--- config.mk ---
export PLATFORM = sky130hd
export DESIGN_NAME = seq_u_div16by8
export DESIGN_NICKNAME = d
export VERILOG_FILES = /design/src/rtl/seq_u_div16by8.sv
export SDC_FILE = /design/constraint.sdc
export NUM_CORES = 1
export LEC_CHECK = 0
export CORE_MARGIN = 5
export CORE_UTILIZATION = 45
export CTS_CLUSTER_SIZE = 40
export DETAILED_ROUTE_END_ITERATION = 12
export DONT_BUFFER_PORTS = 1
export GPL_TIMING_DRIVEN = 0
export HOLD_SLACK_MARGIN = 0.1
export PLACE_DENSITY = 0.71
export SYNTH_ARGS = -nofsm -noshare
export SYNTH_HDL_FRONTEND = slang
export SYNTH_SLANG_ARGS = --single-unit
--- constraint.sdc ---
create_clock -name clk -period 3.6 [get_ports clk]
set_input_delay 0.72 -clock clk [delete_from_list [all_inputs] [get_ports clk]]
set_output_delay 0.72 -clock clk [all_outputs]
set_load 0.01 [all_outputs]
--- src/rtl/seq_u_div16by8.sv ---
// ---------------------------------------------------------------------------
// seq_u_div16by8 -- sequential unsigned divider, 2N-bit dividend by N-bit
// divisor, restoring algorithm, one quotient bit per clock (MSB first).
//
// Ports
//   clk          : single clock, rising edge
//   rst_n        : asynchronous active-low reset
//   start_valid  : operands valid      start_ready : block accepts operands
//   dividend     : 2N-bit unsigned     divisor     : N-bit unsigned
//   res_valid    : result valid        res_ready   : consumer takes result
//   quotient     : N-bit quotient      remainder   : N-bit remainder
//   div_by_zero  : divisor was zero    overflow    : quotient exceeds N bits
//
// Build option
//   SEQ_DIV_REM_EN : when defined, remainder carries the real remainder;
//                    otherwise remainder is tied to zero and its result
//                    register is not built. Quotient, flags and timing are
//                    identical in both builds.
//
// Timing: the first quotient bit is produced on the accept edge itself, so
// a normal division enters DONE on the (N-1)th edge after accept and
// res_valid is seen N cycles after accept. Divide-by-zero and overflow
// enter DONE on the accept edge (res_valid seen 1 cycle after accept).
// ---------------------------------------------------------------------------
module seq_u_div16by8 #(
    parameter int N = 8
) (
    input  logic           clk,
    input  logic           rst_n,
    input  logic           start_valid,
    output logic           start_ready,
    input  logic [2*N-1:0] dividend,
    input  logic [N-1:0]   divisor,
    output logic           res_valid,
    input  logic           res_ready,
    output logic [N-1:0]   quotient,
    output logic [N-1:0]   remainder,
    output logic           div_by_zero,
    output logic           overflow
);

    localparam int          CW   = (N > 1) ? $clog2(N) : 1;
    localparam logic [CW-1:0] LAST = CW'(N - 1);

    typedef enum logic [1:0] {
        IDLE = 2'b00,
        BUSY = 2'b01,
        DONE = 2'b10
    } state_t;

    state_t        r_state;
    state_t        w_state_nxt;

    // Working registers of the iteration
    logic [N-1:0]  r_prem;   // partial remainder
    logic [N-1:0]  r_pq;     // remaining dividend bits / quotient shift-in
    logic [N-1:0]  r_dvs;    // captured divisor
    logic [CW-1:0] r_cnt;    // quotient bits produced so far

    // Result registers
    logic [N-1:0]  r_quot;
    logic          r_dbz;
    logic          r_ovf;

    // Shared iteration datapath: in IDLE it works on the input operands so
    // the accept edge already yields the first quotient bit.
    logic          w_first;
    logic [N-1:0]  w_prem;
    logic [N-1:0]  w_pq;
    logic [N-1:0]  w_dvs;
    logic [N:0]    w_trial;
    logic          w_ge;
    logic [N-1:0]  w_nrem;
    logic [N-1:0]  w_nq;
    logic          w_dbz;
    logic          w_ovf;

    // Result load control
    logic          w_res_load;
    logic [N-1:0]  w_res_quot;
    logic [N-1:0]  w_res_rem;
    logic          w_res_dbz;
    logic          w_res_ovf;

    assign w_first = (r_state == IDLE);
    assign w_prem  = w_first ? dividend[2*N-1:N] : r_prem;
    assign w_pq    = w_first ? dividend[N-1:0]   : r_pq;
    assign w_dvs   = w_first ? divisor           : r_dvs;

    // Partial remainder is always < divisor, so trial < 2*divisor and the
    // difference fits back into N bits.
    assign w_trial = {w_prem, w_pq[N-1]};
    assign w_ge    = (w_trial >= {1'b0, w_dvs});
    assign w_nrem  = w_ge ? N'(w_trial - {1'b0, w_dvs}) : w_trial[N-1:0];
    assign w_nq    = (w_pq << 1) | N'(w_ge);

    assign w_dbz   = (divisor == {N{1'b0}});
    assign w_ovf   = (dividend[2*N-1:N] >= divisor);

    assign start_ready = (r_state == IDLE);
    assign res_valid   = (r_state == DONE);
    assign quotient    = r_quot;
    assign div_by_zero = r_dbz;
    assign overflow    = r_ovf;

    // State register
    always_ff @(posedge clk or negedge rst_n) begin
        if (!rst_n) begin
            r_state <= IDLE;
        end else begin
            r_state <= w_state_nxt;
        end
    end

    // Next-state logic
    always_comb begin
        w_state_nxt = r_state;
        case (r_state)
            IDLE: begin
                if (start_valid) begin
                    if (w_dbz || w_ovf || (N == 1)) begin
                        w_state_nxt = DONE;
                    end else begin
                        w_state_nxt = BUSY;
                    end
                end else begin
                    w_state_nxt = IDLE;
                end
            end
            BUSY: begin
                if (r_cnt == LAST) begin
                    w_state_nxt = DONE;
                end else begin
                    w_state_nxt = BUSY;
                end
            end
            DONE: begin
                if (res_ready) begin
                    w_state_nxt = IDLE;
                end else begin
                    w_state_nxt = DONE;
                end
            end
            default: w_state_nxt = IDLE;
        endcase
    end

    // Decide when and what to load into the result registers
    always_comb begin
        w_res_load = 1'b0;
        w_res_quot = w_nq;
        w_res_rem  = w_nrem;
        w_res_dbz  = 1'b0;
        w_res_ovf  = 1'b0;
        case (r_state)
            IDLE: begin
                if (start_valid && w_dbz) begin
                    w_res_load = 1'b1;
                    w_res_quot = {N{1'b1}};
                    w_res_rem  = dividend[N-1:0];
                    w_res_dbz  = 1'b1;
                end else if (start_valid && w_ovf) begin
                    w_res_load = 1'b1;
                    w_res_quot = {N{1'b1}};
                    w_res_rem  = {N{1'b0}};
                    w_res_ovf  = 1'b1;
                end else if (start_valid && (N == 1)) begin
                    w_res_load = 1'b1;
                end else begin
                    w_res_load = 1'b0;
                end
            end
            BUSY: begin
                if (r_cnt == LAST) begin
                    w_res_load = 1'b1;
                end else begin
                    w_res_load = 1'b0;
                end
            end
            default: w_res_load = 1'b0;
        endcase
    end

    // Iteration registers: load on accept, step once per BUSY cycle
    always_ff @(posedge clk or negedge rst_n) begin
        if (!rst_n) begin
            r_prem <= {N{1'b0}};
            r_pq   <= {N{1'b0}};
            r_dvs  <= {N{1'b0}};
            r_cnt  <= {CW{1'b0}};
        end else begin
            case (r_state)
                IDLE: begin
                    if (start_valid) begin
                        r_prem <= w_nrem;
                        r_pq   <= w_nq;
                        r_dvs  <= divisor;
                        r_cnt  <= CW'(1);
                    end
                end
                BUSY: begin
                    r_prem <= w_nrem;
                    r_pq   <= w_nq;
                    r_cnt  <= r_cnt + CW'(1);
                end
                default: begin
                    r_cnt <= r_cnt;
                end
            endcase
        end
    end

    // Quotient and flag result registers; hold between results
    always_ff @(posedge clk or negedge rst_n) begin
        if (!rst_n) begin
            r_quot <= {N{1'b0}};
            r_dbz  <= 1'b0;
            r_ovf  <= 1'b0;
        end else if (w_res_load) begin
            r_quot <= w_res_quot;
            r_dbz  <= w_res_dbz;
            r_ovf  <= w_res_ovf;
        end
    end

`ifdef SEQ_DIV_REM_EN
    logic [N-1:0] r_rem;

    // Remainder result register
    always_ff @(posedge clk or negedge rst_n) begin
        if (!rst_n) begin
            r_rem <= {N{1'b0}};
        end else if (w_res_load) begin
            r_rem <= w_res_rem;
        end
    end

    assign remainder = r_rem;
`else
    logic w_unused_rem;
    assign w_unused_rem = ^w_res_rem;
    assign remainder    = {N{1'b0}};
`endif

endmodule

==> flow_metrics.env <==
export IMPL_status="complete, no violations"
export IMPL_power_density_nw_per_um2=1030
export IMPL_num_rows=26
export IMPL_worst_path_max_delay_cell="dfrtp_1"
export IMPL_skew_ps=4.29
export IMPL_drc=0
export IMPL_final_util=0.515
export IMPL_required_ps=3840
export IMPL_grt_usage=0.167
export IMPL_cp_max_fo=10
export IMPL_slowest_delay_ps=460
export IMPL_num_vias=1871
export IMPL_drtIter0Drc=57
export IMPL_max_cap_violations=0
export IMPL_coreArea_sq_um=5170
export IMPL_setup_viol=0
export IMPL_cts_sinks=39
export IMPL_antenna_cells=0
export IMPL_dpl_cell_area_sq_um=2540
export IMPL_relSlewSlack=0.402
export IMPL_vdd_drop_max_uv=669
export IMPL_criticalPathCategory="reg -> reg"
export IMPL_place_congestion=0.799
export IMPL_crit_chain="nor2_4 > buf_2 > buf_2 > mux2i_1 > ha_1 > nand3b_2 > a31oi_1 > o21ai_1 > and2_4 > buf_6 > or3b_1 > a21oi_2"
export IMPL_synth_distinct_cells=50
export IMPL_wirelength_microns=5570
export IMPL_ioPinCount=48
export IMPL_ant_nets=0
export IMPL_ys_warn_count=0
export IMPL_postSynthCellCount=259
export IMPL_synth_avg_cell_area_sq_um=9.37
export IMPL_fp_dieW_microns=83.4
export IMPL_drive_gt1_frac=0.141
export IMPL_worstSetupEndpointType="flip-flop"
export IMPL_async_reset_ff_frac=1.00
export IMPL_rsz0062_at_grt="false"
export IMPL_synth_edf_count=0
export IMPL_worstRegToRegCells=12
export IMPL_hpwl_microns=4140
export IMPL_cts_max_level=2
export IMPL_ys_seq_area_frac=0.402
export IMPL_cts_buffer_depth=2
export IMPL_clk_insertion_delay_late_ps=300
export IMPL_cts_tree="done"
export IMPL_maxSlewViolCount=0
export IMPL_hold_viol=0
export IMPL_r2r_setup_slack_ps=210
export IMPL_hold_slack_ps=226
export IMPL_die_area_sq_um=6960
export IMPL_vias_per_cell=5.41
export IMPL_numPortBuffers=0
export IMPL_synthFlopType="dfrtp_1"
export IMPL_timing_fmax_mhz=295
export IMPL_layout_min_cycle_time_ps=3390
export IMPL_post_cts_setup_buffers=0
export IMPL_gr_total_overflow=0
export IMPL_grt_pass1_wl_microns=9460
export IMPL_cts_reportedPaths_clkPinSlew_ps=90
export IMPL_worst_pin_slew_ps=892
export IMPL_areaGrowthSynthToFinish_pct=9.75
export IMPL_numCtsBuffers=5
export IMPL_p_total_uw=2730
export IMPL_clk_root_buffer_cell="clkbuf_8"
export IMPL_p_leak_uw=0.00124
export IMPL_period_share=0.942
export IMPL_crit_path_start_kind="flip-flop"
export IMPL_r2r_start="r_state[0]"
export IMPL_die_h_microns=83.4
export IMPL_fin_area_sq_um=2660
export IMPL_antenna_found_initial=0
export IMPL_grt_pass1_vias=1865
export IMPL_setup_tns_ps=0
export IMPL_wl_per_cell_microns=16.1
export IMPL_syn_cell_area_sq_um=2430
export IMPL_first_pass_iters=4
export IMPL_grt_max_degree=27
export IMPL_arrival_ps=3630
export IMPL_crit_path_frequent_cell="buf_2"
export IMPL_synth_seq_cells=39
export IMPL_min_delay_path_class="in -> async"
export IMPL_fin_nets=322
export IMPL_r2r_end="r_prem[5]"
export IMPL_start_util=0.469
[stage by stage]
stage | instances | setup WS [ps]
CTS | 345 | 187
floorplan | 266 | 678
global placement | 336 | 249
finish | 346 | 209
detailed placement | 336 | 215
global route | 346 | 17.7
[worst max-delay path, delay by kind of cell, from the launching register on]
kind,cells,cell delay [ps]
buf+inv,3,870
fa+ha+maj,1,430
mux,1,150
simple gates,4,1000
compound gates,3,400
flops,1,460
[synthesized netlist by cell type (2+ instances only)]
master | count | area share
buf_4 | 8 | 0.025
nor4_1 | 3 | 0.0077
nor2_1 | 12 | 0.019
a21oi_2 | 2 | 0.0072
mux2i_1 | 15 | 0.062
o21ai_1 | 2 | 0.0041
o21a_1 | 3 | 0.0093
xnor2_1 | 2 | 0.0072
buf_2 | 2 | 0.0041
nor2b_1 | 2 | 0.0052
mux2_2 | 9 | 0.042
o21ai_0 | 22 | 0.045
a21oi_1 | 14 | 0.029
nand4_1 | 2 | 0.0052
nand3_1 | 11 | 0.023
clkbuf_1 | 5 | 0.0077
a21o_1 | 2 | 0.0062
dfrtp_1 | 39 | 0.40
nand2_1 | 43 | 0.067
inv_1 | 12 | 0.019
ha_1 | 18 | 0.093
a22o_1 | 3 | 0.011
[worst max path at each step]
stage               start   endpoint  slack [ps]  depth (start not counted)
6_report       r_state[0]  r_prem[5]         210                         12
5_1_grt        r_state[1]  r_prem[5]          20                         12
4_1_cts        r_state[1]  r_prem[5]         190                         12
3_5_place_dp   r_state[1]  r_prem[5]         220                         12
3_3_place_gp   r_state[0]  r_prem[5]         250                         12
2_1_floorplan  r_state[1]  r_prem[5]         680                         12
[kinds of logic (layout without fill, tap and decap cells)]
family,Yosys count,count (layout),synth area share
and+or+nand+nor,82,82,0.155
AOI/OAI and AO/OA,63,63,0.166
DFF,39,39,0.402
buffers and inverters,28,38,0.0598
muxes,24,24,0.104
adders and majority gates,19,19,0.101
xor gates and xnor gates,3,3,0.0108
other,1,8,0.00155
[layout make-up]
class | count | area, sq um
plain buffers | 16 | 100
well taps | 70 | 87.6
repair buffers | 2 | 30.0
flip-flops and latches | 39 | 976
inverters | 12 | 45.0
clock buffers | 5 | 68.8
multi-input cells | 199 | 1330
clock inverters | 3 | 23.8
fillers | 478 | 2510
[placed cells by master (no fill, tap or decap), types with 8 or more instances in the layout]
cell type	Yosys	routed
inv_1	12	12
conb_1	1	8
nor2_1	12	12
o21ai_0	22	22
buf_4	8	8
mux2_2	9	9
ha_1	18	18
dfrtp_1	39	39
mux2i_1	15	15
nand3_1	11	11
a21oi_1	14	14
nand2_1	43	43
[metal layers]
| metal | share of wire | up-vias | global-route usage | wire length [microns] |
|---|---|---|---|---|
| li1 | - | 932 | - | - |
| met1 | 0.45 | 885 | 0.222 | 2520 |
| met4 | 0.0092 | 0 | 0.0395 | 51 |
| met2 | 0.48 | 47 | 0.269 | 2650 |
| met3 | 0.062 | 7 | 0.0475 | 348 |
| met5 | 0 | - | 0 | 0 |
[power by group]
| group | internal, uW | switching, uW |
|---|---|---|
| clock network | 139 | 179 |
| registers | 637 | 132 |
| logic | 728 | 917 |
| total | 1500 | 1230 |
[state kept, by name, indices dropped and copies added (netlist names)]
| signal | count |
|---|---|
| r_prem | 8 |
| r_state | 2 |
| div_by_zero | 1 |
| r_cnt | 3 |
| r_pq | 8 |
| quotient | 8 |
| r_dvs | 8 |
| overflow | 1 |
[timing repair]
item	4_1_cts	5_1_grt
gates resized for setup	0	0
endpoints found under the hold margin	14	25
hold buffers	1	1
(Power assumes the default switching activity.)
